[config.mk]
export PLATFORM = sky130hd
export DESIGN_NAME = keypad_scan_flat
export DESIGN_NICKNAME = d
export VERILOG_FILES = /design/src/rtl/keypad_scan_if.sv /design/src/rtl/keypad_scan.sv /design/src/flat_wrapper.sv
export SDC_FILE = /design/constraint.sdc
export NUM_CORES = 1
export LEC_CHECK = 0
export ABC_AREA = 1
export CORE_MARGIN = 2
export CORE_UTILIZATION = 25
export CTS_CLUSTER_DIAMETER = 60
export CTS_CLUSTER_SIZE = 30
export DETAILED_ROUTE_END_ITERATION = 10
export PLACE_DENSITY = 0.48
export RECOVER_POWER = 100
export SYNTH_ARGS = -nofsm -noshare
export SYNTH_HDL_FRONTEND = slang
export SYNTH_SLANG_ARGS = --single-unit
[constraint.sdc]
create_clock -name clk -period 3.3 [get_ports clk]
set_input_delay 0.33 -clock clk [delete_from_list [all_inputs] [get_ports clk]]
set_output_delay 0.33 -clock clk [all_outputs]
set_load 0.01 [all_outputs]
[src/rtl/keypad_scan_if.sv]
// Keypad matrix lines and debounced key events between the scanner and the note logic.
interface keypad_scan_if;
  logic [3:0] row_in;
  logic [3:0] col_out;
  logic       key_valid;
  logic       key_release;
  logic       key_down;
  logic [3:0] key_code;

  modport master (
    input  row_in,
    output col_out,
    output key_valid,
    output key_release,
    output key_down,
    output key_code
  );

  modport slave (
    output row_in,
    input  col_out,
    input  key_valid,
    input  key_release,
    input  key_down,
    input  key_code
  );
endinterface

[src/rtl/keypad_scan.sv]
// 4x4 matrix keypad scanner: drives one column low at a time, collects a 16-bit frame,
// debounces one candidate key over whole frames and reports press/release events.
//  state    | meaning
//  IDLE     | no key held, waiting for a nonzero frame
//  DB_PRESS | candidate key seen, counting agreeing frames before accepting the press
//  PRESSED  | key accepted, key_down high
//  DB_REL   | accepted key absent, counting clean frames before reporting release
module keypad_scan #(
  parameter int SCAN_PERIOD     = 100000,
  parameter int DEBOUNCE_FRAMES = 5
) (
  input logic           clk,
  input logic           rst_n,
  keypad_scan_if.master kp
);

  localparam int TW = (SCAN_PERIOD > 1) ? $clog2(SCAN_PERIOD) : 1;
  localparam logic [TW-1:0] TICK_LAST = TW'(SCAN_PERIOD - 1);
  localparam logic [7:0]    CNT_LAST  = 8'(DEBOUNCE_FRAMES - 1);

  typedef enum logic [1:0] {
    IDLE     = 2'd0,
    DB_PRESS = 2'd1,
    PRESSED  = 2'd2,
    DB_REL   = 2'd3
  } state_t;

  logic [3:0]    rs_meta;
  logic [3:0]    rs;
  logic [TW-1:0] tick_cnt;
  logic          tick_last;
  logic [1:0]    col_idx;
  logic [1:0]    col_nxt;
  logic [3:0]    col_out;
  logic [15:0]   frame;
  logic          frame_done;

  state_t      state, state_nxt;
  logic [3:0]  cand, cand_nxt;
  logic [7:0]  cnt, cnt_nxt;
  logic [3:0]  key_code, key_code_nxt;
  logic        key_valid, key_valid_nxt;
  logic        key_release, key_release_nxt;
  logic        key_down, key_down_nxt;
  logic [3:0]  lowest;
  logic        b;

  always_ff @(posedge clk) begin
    if (!rst_n) begin
      rs_meta <= 4'hf;
      rs      <= 4'hf;
    end else begin
      rs_meta <= kp.row_in;
      rs      <= rs_meta;
    end
  end

  assign tick_last = (tick_cnt == TICK_LAST);
  assign col_nxt   = col_idx + 2'd1;

  always_ff @(posedge clk) begin
    if (!rst_n) begin
      tick_cnt   <= '0;
      col_idx    <= 2'd0;
      col_out    <= 4'b1110;
      frame      <= '0;
      frame_done <= 1'b0;
    end else begin
      frame_done <= tick_last && (col_idx == 2'd3);
      if (tick_last) begin
        tick_cnt                  <= '0;
        frame[{col_idx, 2'b00} +: 4] <= ~rs;
        col_idx                   <= col_nxt;
        col_out                   <= ~(4'b0001 << col_nxt);
      end else begin
        tick_cnt <= tick_cnt + TW'(1);
      end
    end
  end

  // Scan from the top so the lowest pressed code wins.
  always_comb begin
    lowest = 4'd0;
    for (int i = 15; i >= 0; i--) begin
      if (frame[i]) lowest = 4'(i);
    end
  end

  assign b = frame[cand];

  always_ff @(posedge clk) begin
    if (!rst_n) begin
      state       <= IDLE;
      cand        <= 4'd0;
      cnt         <= 8'd0;
      key_code    <= 4'd0;
      key_valid   <= 1'b0;
      key_release <= 1'b0;
      key_down    <= 1'b0;
    end else begin
      state       <= state_nxt;
      cand        <= cand_nxt;
      cnt         <= cnt_nxt;
      key_code    <= key_code_nxt;
      key_valid   <= key_valid_nxt;
      key_release <= key_release_nxt;
      key_down    <= key_down_nxt;
    end
  end

  always_comb begin
    state_nxt       = state;
    cand_nxt        = cand;
    cnt_nxt         = cnt;
    key_code_nxt    = key_code;
    key_down_nxt    = key_down;
    key_valid_nxt   = 1'b0;
    key_release_nxt = 1'b0;
    if (frame_done) begin
      case (state)
        IDLE: begin
          if (frame != 16'd0) begin
            cand_nxt  = lowest;
            cnt_nxt   = 8'd1;
            state_nxt = DB_PRESS;
          end
        end
        DB_PRESS: begin
          if (!b) begin
            state_nxt = IDLE;
          end else if (cnt == CNT_LAST) begin
            state_nxt     = PRESSED;
            key_code_nxt  = cand;
            key_valid_nxt = 1'b1;
            key_down_nxt  = 1'b1;
          end else begin
            cnt_nxt = cnt + 8'd1;
          end
        end
        PRESSED: begin
          // Only the accepted key matters here; other keys are ignored until release.
          if (!b) begin
            cnt_nxt   = 8'd1;
            state_nxt = DB_REL;
          end
        end
        DB_REL: begin
          if (b) begin
            state_nxt = PRESSED;
          end else if (cnt == CNT_LAST) begin
            state_nxt       = IDLE;
            key_release_nxt = 1'b1;
            key_down_nxt    = 1'b0;
          end else begin
            cnt_nxt = cnt + 8'd1;
          end
        end
        default: state_nxt = IDLE;
      endcase
    end
  end

  assign kp.col_out     = col_out;
  assign kp.key_valid   = key_valid;
  assign kp.key_release = key_release;
  assign kp.key_down    = key_down;
  assign kp.key_code    = key_code;

endmodule
[src/flat_wrapper.sv]
// flat-port wrapper written by rule: the top's interface ports become plain ports
module keypad_scan_flat 
#(
  parameter int SCAN_PERIOD     = 100000,
  parameter int DEBOUNCE_FRAMES = 5
)
  (clk, rst_n, kp_row_in, kp_col_out, kp_key_valid, kp_key_release, kp_key_down, kp_key_code);
  keypad_scan_if kp_i ();
  input logic clk;
  input logic rst_n;
  input wire logic [$bits(kp_i.row_in)-1:0] kp_row_in;
  output wire logic [$bits(kp_i.col_out)-1:0] kp_col_out;
  output wire logic [$bits(kp_i.key_valid)-1:0] kp_key_valid;
  output wire logic [$bits(kp_i.key_release)-1:0] kp_key_release;
  output wire logic [$bits(kp_i.key_down)-1:0] kp_key_down;
  output wire logic [$bits(kp_i.key_code)-1:0] kp_key_code;
  assign kp_i.row_in = kp_row_in;
  assign kp_col_out = kp_i.col_out;
  assign kp_key_valid = kp_i.key_valid;
  assign kp_key_release = kp_i.key_release;
  assign kp_key_down = kp_i.key_down;
  assign kp_key_code = kp_i.key_code;
  keypad_scan #(.SCAN_PERIOD(SCAN_PERIOD), .DEBOUNCE_FRAMES(DEBOUNCE_FRAMES)) u_core (.clk(clk), .rst_n(rst_n), .kp(kp_i));
endmodule
==> results.toml <==
[yosys]
synthFlopType = "dfxtp_1"
synthArstFlopShare_pct = 0
synthTopCellsByCount = "89 x nand2_1, 69 x dfxtp_1, 60 x inv_1"
synth_area_sq_um = 3319
ys_ff_latch = 69
synth_edf_count = 0
yosys.area.top_type_share_pct = 41.61
yosys_warnings = 0
synthCells = 464
synth_nets = 478
yosysTopAreaCell = "dfxtp_1"
seq_area_frac_synth_pct = 41.61
ys_types = 34
synthTopCellsByArea = "dfxtp_1 42%, nand2_1 10%, inv_1 6.8%, nor2_1 6.4%, a21oi_1 6.0%"
avgSynthCellArea_sq_um = 7.154
yosysMostFrequentCell = "nand2_1"

[power]
p_per_area_nw_per_um2 = 467.5
vdd.ir_drop.worst_mv = 0.2397
power_leakage_nw = 1.426
power_w = 0.001842

[sta]
rsz0062_at_grt = "no"
max_slew_margin_pct = 39.40
fmax_mhz = 417.2
layout_setup_ws_ns = 0.9032
setup_viol = 0
finalHoldViolCount = 0
fin_crit_sh_pct = 72.63
period_minus_slack_ns = 2.397
finalMaxSlewViolations = 0
tightest_slew_ns = 0.9089
skew_ns = 0.004675
finalSetupTns_ns = 0

[finish]
drive_gt1_share_pct = 6.571
antennaDiodeCount = 0
finish.instance_area_sq_um = 3940
fin_util_pct = 30.11
syn2layout_area_growth_pct = 18.70
fill_cells = 1436
nets = 498

[worst_setup_path]
critPathCaptureType = "flip-flop"
reg2reg_slack_ns = 0.91
crit_chain = "dlygate4sd3_1, clkbuf_1, nand2_1, a21oi_1, a21boi_0"
crit_buf_inv = 2
max_stage_delay_ns = 0.68
path_max_fanout = 22
r2r_end = "u_core.cnt[0]"
cp_slowest_cell = "clkbuf_1"
path_delay_family = "buffers and inverters"
required_ns = 3.55
critical_path.startpoint_type = "input pin"
r2r_start = "u_core.cand[0]"
reg2reg_depth = 9
crit_start = "rst_n"
critPathArrivalTime_ns = 2.64
crit_type = "in2reg"

[global_routing]
antenna_found_initial = 0
grt_use_total_pct = 11.16
grt_pass1_vias = 2838
grt_pass1_wl_mm = 13.16
grt_max_degree = 29
globalRouteOverflowTotal = 0

[clock_tree]
path_clk_slew_ns = 0.05
cts.sinks = 69
cts_hold_buf = 0
htree_num_levels = 3
cts_made_buffers = 9
post_cts_resized = 0
post_cts_buffers = 0
cts_root_buf = "clkbuf_16"
cts_tree = "done"
clock_path_buffers = 2
clock_latency_ns = 0.32

[worst_hold_path]
hold_path_depth = 1
hold_path_startpoint = "u_core.rs_meta[3]"
min_path_type = "reg2reg"
hold_end = "u_core.rs[3]"

[routing]
wl_per_cell_um = 10.93
wl_mm = 7.249
via_per_inst = 4.380
first_iter_violations = 77
ant_nets = 0
vias = 2904
firstDrtPassIters = 4
drc = 0

[place]
hpwl_mm = 5.273
io_buffers = 16
placed_area_sq_um = 3666
routabilityCongestion = 0.7816
pre_cts_ws_ns = 1.266

[status]
outcome = "finished clean"

[floorplan]
boundaryPins = 17
die-area_sq_um = 14220
fp.dieW_um = 119.2
die_h_um = 119.2
row_count = 42
initial_core_util_pct = 25.37
core_sq_um = 13090

[job]
maxCapViolations = 0
-- state kept, by name, summed over array words and instances (netlist names), named ones only --
register	cells
u_core.frame	16
u_core.kp.key_release	1
u_core.col_idx	2
u_core.cnt	8
u_core.rs_meta	4
u_core.kp.col_out	4
u_core.state	1
u_core.kp.key_down	1
u_core.cand	4
u_core.frame_done	1
u_core.tick_cnt	17
u_core.kp.key_valid	1
u_core.rs	4
u_core.kp.key_code	4
-- cell families (layout without fill, tap and decap cells) --
kind of cell / count (synthesis) / count (layout) / synth area share, %
XOR/XNOR: 5 / 5 / 1.319
adder cells (fa/ha/maj): 8 / 8 / 3.016
buffers and inverters: 72 / 95 / 8.594
AO/OA/AOI/OAI: 86 / 86 / 14.51
AND/OR/NAND/NOR: 224 / 224 / 30.95
flip-flops: 69 / 69 / 41.61
-- through the flow --
step           hold slack (ns)  std cells
2_1_floorplan           0.3925        464
3_3_place_gp            0.3959        649
3_5_place_dp            0.3967        649
4_1_cts                 0.4095        663
5_1_grt                 0.4236        663
6_report                0.4091        663
-- power breakdown --
part	leakage (nW)	internal [W]	switching, W
registers	0.558	0.000841	0.00000255
clock network	0.148	0.000638	0.000325
logic	0.720	0.0000142	0.0000206
total	1.43	0.00149	0.000348
-- layer usage --
metal | track usage, % | share of wire (%) | vias up
li1 | - | - | 1555
met1 | 14.82 | 50 | 1310
met2 | 17.56 | 46 | 33
met3 | 2.443 | 2.4 | 6
met4 | 4.464 | 1.0 | 0
met5 | 0 | 0 | -
-- how the worst max path moves through the flow --
| stage | end | slack [ns] | cells past startpoint |
|---|---|---|---|
| floorplan | u_core.tick_cnt[16] | 1.60 | 12 |
| global placement | u_core.tick_cnt[10] | 1.26 | 5 |
| detailed placement | u_core.tick_cnt[10] | 1.27 | 5 |
| CTS | u_core.tick_cnt[16] | 1.27 | 12 |
| global route | u_core.tick_cnt[10] | 0.56 | 5 |
| finish | u_core.tick_cnt[10] | 0.90 | 5 |
-- cell usage in the layout (no fill, tap or decap), types with 3 or more instances in the layout --
cell type,count
nand2_1,89
dfxtp_1,69
inv_1,60
nor2_1,57
a21oi_1,40
nand3_1,29
o21ai_0,29
nor3_1,12
dlygate4sd3_1,12
nand4_1,11
or2_2,9
clkbuf_16,9
ha_1,8
o211ai_1,7
xor2_1,5
nor3b_1,5
clkdlybuf4s50_1,4
nor3_2,3
o21a_1,3
clkbuf_8,3
-- layout make-up --
cell class | instances | area, sq um | area share, %
sequential | 69 | 1381 | 35.06
timing repair buffer | 18 | 171.4 | 4.351
clock buffer | 13 | 270.3 | 6.859
clock inverter | 1 | 30.03 | 0.7621
multi-input combinational | 323 | 1630 | 41.38
inverter | 63 | 236.5 | 6.002
tap | 176 | 220.2 | 5.589
No activity file was read; power rests on OpenSTA's default activity.
